`config.mk`:
```
export PLATFORM = sky130hd
export DESIGN_NAME = uart_tx_frame_flat
export DESIGN_NICKNAME = d
export VERILOG_FILES = /design/src/rtl/uart_pkg.sv /design/src/rtl/uart_tx_frame_if.sv /design/src/rtl/uart_tx_frame.sv /design/src/flat_wrapper.sv
export SDC_FILE = /design/constraint.sdc
export NUM_CORES = 1
export LEC_CHECK = 0
export CORE_ASPECT_RATIO = 1.1
export CORE_MARGIN = 3
export CORE_UTILIZATION = 32
export DETAILED_ROUTE_END_ITERATION = 10
export SYNTH_ARGS = -nofsm -noshare
export SYNTH_HDL_FRONTEND = slang
export SYNTH_SLANG_ARGS = --single-unit
```
`constraint.sdc`:
```
create_clock -name clk -period 2.52 [get_ports clk]
set_clock_uncertainty 0.2 [all_clocks]
set_input_delay 0.378 -clock clk [delete_from_list [all_inputs] [get_ports clk]]
set_output_delay 0.378 -clock clk [all_outputs]
set_load 0.05 [all_outputs]
```
`src/rtl/uart_pkg.sv`:
```
// Constants and FSM state type shared by the UART transmitter and the
// oversampling receiver, so both sides agree on frame geometry.
package uart_pkg;

    typedef enum logic [2:0] {IDLE, START, DATA, PARITY, STOP} tx_state_t;

    localparam int UART_SAMPLES_PER_BIT = 5;
    localparam int UART_DATA_BITS       = 8;

endpackage

```
`src/rtl/uart_tx_frame_if.sv`:
```
// Request/ready handshake between a word producer and the UART transmitter.
interface uart_tx_frame_if #(
    parameter int DATA_BITS = 8
);

    logic                 tx_start;
    logic [DATA_BITS-1:0] tx_data;
    logic                 tx_ready;
    logic                 tx_busy;

    modport master (output tx_start, output tx_data, input tx_ready, input tx_busy);
    modport slave  (input tx_start, input tx_data, output tx_ready, output tx_busy);

endinterface

```
`src/rtl/uart_tx_frame.sv`:
```
// UART transmitter: start, DATA_BITS LSB-first, optional even parity
// (UART_TX_PARITY_EN), STOP_BITS stop bits; each bit lasts SAMPLES_PER_BIT ENABLE ticks.
module uart_tx_frame
    import uart_pkg::*;
#(
    parameter int SAMPLES_PER_BIT = UART_SAMPLES_PER_BIT,
    parameter int DATA_BITS       = UART_DATA_BITS,
    parameter int STOP_BITS       = 1
) (
    input  logic            clk,
    input  logic            res,
    input  logic            ENABLE,
    uart_tx_frame_if.slave  req,
    output logic            TX,
    output logic            priznak_end_transmitter
);

    localparam int TICK_W = (SAMPLES_PER_BIT > 1) ? $clog2(SAMPLES_PER_BIT) : 1;
    localparam int BIT_W  = $clog2(DATA_BITS + STOP_BITS + 1);

    localparam logic [TICK_W-1:0] TICK_LAST = TICK_W'(SAMPLES_PER_BIT - 1);
    localparam logic [BIT_W-1:0]  DATA_LAST = BIT_W'(DATA_BITS - 1);
    localparam logic [BIT_W-1:0]  STOP_LAST = BIT_W'(STOP_BITS - 1);

    tx_state_t            state;
    logic [TICK_W-1:0]    tick_cnt;
    logic [BIT_W-1:0]     bit_cnt;
    logic [DATA_BITS-1:0] shift;
    logic [DATA_BITS-1:0] shift_next;
    logic                 tx_line;
    logic                 end_pulse;
    logic                 bit_end;
`ifdef UART_TX_PARITY_EN
    logic                 parity_bit;
`endif

    assign bit_end    = ENABLE && (tick_cnt == TICK_LAST);
    assign shift_next = shift >> 1;

    // The line is registered so the next bit appears on the same edge that ends the current one.
    always_ff @(posedge clk or negedge res) begin
        if (!res) begin
            state     <= IDLE;
            tick_cnt  <= '0;
            bit_cnt   <= '0;
            shift     <= '0;
            tx_line   <= 1'b1;
            end_pulse <= 1'b0;
`ifdef UART_TX_PARITY_EN
            parity_bit <= 1'b0;
`endif
        end else begin
            end_pulse <= 1'b0;
            if (state == IDLE) begin
                tx_line <= 1'b1;
                if (req.tx_start) begin
                    shift    <= req.tx_data;
                    state    <= START;
                    tx_line  <= 1'b0;
                    tick_cnt <= '0;
                    bit_cnt  <= '0;
`ifdef UART_TX_PARITY_EN
                    parity_bit <= ^req.tx_data;
`endif
                end
            end else if (ENABLE) begin
                if (!bit_end) begin
                    tick_cnt <= tick_cnt + 1'b1;
                end else begin
                    tick_cnt <= '0;
                    case (state)
                        START: begin
                            state   <= DATA;
                            tx_line <= shift[0];
                        end
                        DATA: begin
                            shift <= shift_next;
                            if (bit_cnt == DATA_LAST) begin
                                bit_cnt <= '0;
`ifdef UART_TX_PARITY_EN
                                state   <= PARITY;
                                tx_line <= parity_bit;
`else
                                state   <= STOP;
                                tx_line <= 1'b1;
`endif
                            end else begin
                                bit_cnt <= bit_cnt + 1'b1;
                                tx_line <= shift_next[0];
                            end
                        end
`ifdef UART_TX_PARITY_EN
                        PARITY: begin
                            state   <= STOP;
                            tx_line <= 1'b1;
                        end
`endif
                        STOP: begin
                            if (bit_cnt == STOP_LAST) begin
                                state     <= IDLE;
                                bit_cnt   <= '0;
                                end_pulse <= 1'b1;
                            end else begin
                                bit_cnt <= bit_cnt + 1'b1;
                            end
                        end
                        default: state <= IDLE;
                    endcase
                end
            end
        end
    end

    assign req.tx_ready            = (state == IDLE);
    assign req.tx_busy             = (state != IDLE);
    assign TX                      = tx_line;
    assign priznak_end_transmitter = end_pulse;

endmodule

```
`src/flat_wrapper.sv`:
```
// flat-port wrapper written by rule: the top's interface ports become plain ports
module uart_tx_frame_flat import uart_pkg::*;
#(
    parameter int SAMPLES_PER_BIT = UART_SAMPLES_PER_BIT,
    parameter int DATA_BITS       = UART_DATA_BITS,
    parameter int STOP_BITS       = 1
)
  (clk, res, ENABLE, TX, priznak_end_transmitter, req_tx_start, req_tx_data, req_tx_ready, req_tx_busy);
  uart_tx_frame_if #(.DATA_BITS(DATA_BITS)) req_i ();
  input  logic clk;
  input  logic res;
  input  logic ENABLE;
  output logic TX;
  output logic priznak_end_transmitter;
  input wire logic [$bits(req_i.tx_start)-1:0] req_tx_start;
  input wire logic [$bits(req_i.tx_data)-1:0] req_tx_data;
  output wire logic [$bits(req_i.tx_ready)-1:0] req_tx_ready;
  output wire logic [$bits(req_i.tx_busy)-1:0] req_tx_busy;
  assign req_i.tx_start = req_tx_start;
  assign req_i.tx_data = req_tx_data;
  assign req_tx_ready = req_i.tx_ready;
  assign req_tx_busy = req_i.tx_busy;
  uart_tx_frame #(.SAMPLES_PER_BIT(SAMPLES_PER_BIT), .DATA_BITS(DATA_BITS), .STOP_BITS(STOP_BITS)) u_core (.clk(clk), .res(res), .ENABLE(ENABLE), .req(req_i), .TX(TX), .priznak_end_transmitter(priznak_end_transmitter));
endmodule
```
==> metrics.cfg <==
[yosys]
avgSynthCellArea_um2=9.146
synth_compound_area_share_pct=19.76
synth_xor_area_share_pct=0
synth_top_family_by_area=simple AND/OR/NAND/NOR gates
synth-seq-cells=20
syn_area_um2=1152
synth-adder-area-share_pct=4.343
yosys.area_share.simple_pct=21.61
seq_area_frac_synth_pct=43.54
yosysWarningCount=0
syn-num-nets=142
synthMuxAreaShare_pct=3.040
synthCells=126
ys_types=38

[clock_network]
cts_max_level=1
ctsHoldBuffers=0
postCtsSetupRepairBufs=0
ctsResizeCount=0
clockBufferDepth=2
cts_buffers=3
worstSkewPairLatency_ps=300
numClockSinks=20
clk_pin_slew_ps=120
cts-root-buf=clkbuf_4
cts_tree=yes

[route]
final_antenna_net_count=0
wl_per_cell_um=11.77
met1_length_um=1013
drc=0
vias_per_cell=4.869
highest_layer=met4
finalWirelength_um=2248
drt_pass1_iterations=4
num_vias=930
initialDrtViolationCount=27
dr_wl_met2_um=1113
met3_length_um=87

[floorplan]
die_y_um=68.94
core_area_um2=3386
die_area_um2=4358
initial_core_util_pct=34.04
rows=22
ios=16
dieWidth_um=63.22

[global_routing]
first_global_vias=839
grt-ovfl-total=0
grt_max_degree=15
grt_pass1_wl_um=3670
grt_usage_pct=11.03
antenna_found_initial=0

[status]
status=complete, no violations

[timing]
worst_slack_ps=224.1
worst_pin_slew_ps=517.5
fmax_ghz=0.4356
finalHoldViolations=0
fin_tns_setup_ps=0
max-slew-margin-rel_pct=65.39
timing.hold.ws_ps=207.1
slew_violations=0
period_share_pct=91.11
fin_crit_ps=2296
rsz0062_at_grt=false
setup_viol=0

[placed_design]
place_congestion=0.7720
io_buffers=15
place_area_um2=1343
hpwl_um=1716
pre_cts_ws_ps=340.3

[critical_path]
cp-start-kind=flip-flop
end_kind=output pin
path_max_fanout=14
critPathKind=flip-flop to output pin
cp_data_required_time_ps=1940
critPathArrivalTime_ps=1720

[finish]
diodes=0
stdcell_area_um2=1369
syn_to_final_growth_pct=18.78
final_net_count=160
fillers=344
multiInputGateArea_um2=561.8
final_layout_size_suffix_gt1_share_pct=12.59
ff_latch_area_um2=501.7

[pwr]
power.density_nw_per_um2=898.2
leakagePower_nw=0.6017
irDropWorstVdd_v=0.0003644

[run]
cap_viol_max_count=0

[min_path]
min_path_type=input port to asynchronous set/reset pin

==> metrics by stage <==
step	std cells	utilization, %	total power, W
5_1_grt	191	40.43	0.001340
3_3_place_gp	187	39.65	0.001052
3_5_place_dp	187	39.65	0.001077
6_report	191	40.43	0.001229
4_1_cts	191	40.43	0.001241
2_1_floorplan	126	-	0.0009568
==> power breakdown <==
group / switching (W) / total [W] / internal (W)
Clock: 0.000101 / 0.000163 / 0.0000616
Combinational: 0.000278 / 0.000511 / 0.000233
Sequential: 0.000106 / 0.000555 / 0.000449
==> logic make-up (layout without fill, tap and decap cells) <==
group           count (synthesis)  count (layout)
fa+ha+maj                       4               4
compound gates                 33              33
mux                             3               3
simple gates                   51              51
flops                          20              20
buf+inv                        15              32
==> Yosys cell counts <==
library cell  number  area (um^2)
a21o_1             2        15.01
a21oi_1            5        25.02
a21oi_4            1        16.27
a22o_1             1        8.760
a22oi_2            1        12.51
a311oi_1           1        8.760
a31oi_1            9        56.30
a32o_1             1        10.01
and2_4             1        8.760
and3_1             1        6.260
buf_2              1        5.000
buf_6              4        45.04
clkinv_2           1        5.000
dfrtp_1           19        475.5
dfstp_2            1        26.28
ha_1               4        50.05
inv_1              9        33.78
mux2_4             1        15.01
mux2i_1            2        20.02
nand2_1           22        82.58
nand2b_1           1        6.260
nand3_1            3        15.01
nand3b_1           1        7.510
nand4_1            1        6.260
nor2_1             9        33.78
nor2b_1            3        18.77
nor3_1             2        10.01
nor3b_1            2        15.01
o21ai_0            6        30.03
o22a_2             1        10.01
o22ai_1            3        18.77
o31ai_1            1        7.510
o32ai_1            1        8.760
or2_1              1        6.260
or2_2              1        6.260
or2_4              1        8.760
or3_1              1        6.260
or3b_4             1        11.26
==> final cells by class <==
class | count | area share (%)
Inverter | 10 | 2.834
Multi-Input combinational cell | 91 | 41.04
Clock buffer | 4 | 1.920
Sequential cell | 20 | 36.65
Tap cell | 48 | 4.388
Timing Repair Buffer | 18 | 13.16
==> registers in the layout (all words and copies together) (netlist names) <==
signal	count
u_core.state	3
u_core.TX	1
u_core.priznak_end_transmitter	1
u_core.tick_cnt	3
u_core.bit_cnt	4
u_core.shift	8
==> per-layer routing <==
layer	track usage [%]	vias to the layer above
li1	-	476
met1	12.77	431
met2	19.50	21
met3	1.945	2
met4	6.469	0
met5	0	-
==> layout by cell type (no fill, tap or decap), types with 2 or more instances in the layout <==
cell type,n
ha_1,4
dfrtp_1,19
buf_4,4
clkbuf_4,3
inv_1,9
nand2_1,22
a31oi_1,9
nor3b_1,2
mux2i_1,2
o21ai_0,6
nor2_1,9
clkdlybuf4s50_1,13
o22ai_1,3
nor3_1,2
a21oi_1,5
nand3_1,3
a21o_1,2
nor2b_1,3
==> final timing paths <==
kind / from / to / slack [ps] / cells after the start
min in group clk: u_core.TX / u_core.TX / 320 / 2
min: res / u_core.shift[6] / 210 / 1
max in group asynchronous: res / u_core.TX / 1300 / 2
min reg2reg: u_core.TX / u_core.TX / 320 / 2
max: u_core.state[1] / req_tx_ready / 220 / 3
max reg2reg: u_core.state[1] / u_core.tick_cnt[0] / 580 / 5
==> worst max-delay path, stage by stage (launching register included) <==
cell      delay (ps)
dfrtp_1          530
or3_1            540
clkinv_2         190
buf_12           160
No activity file was read; power rests on OpenSTA's default activity.
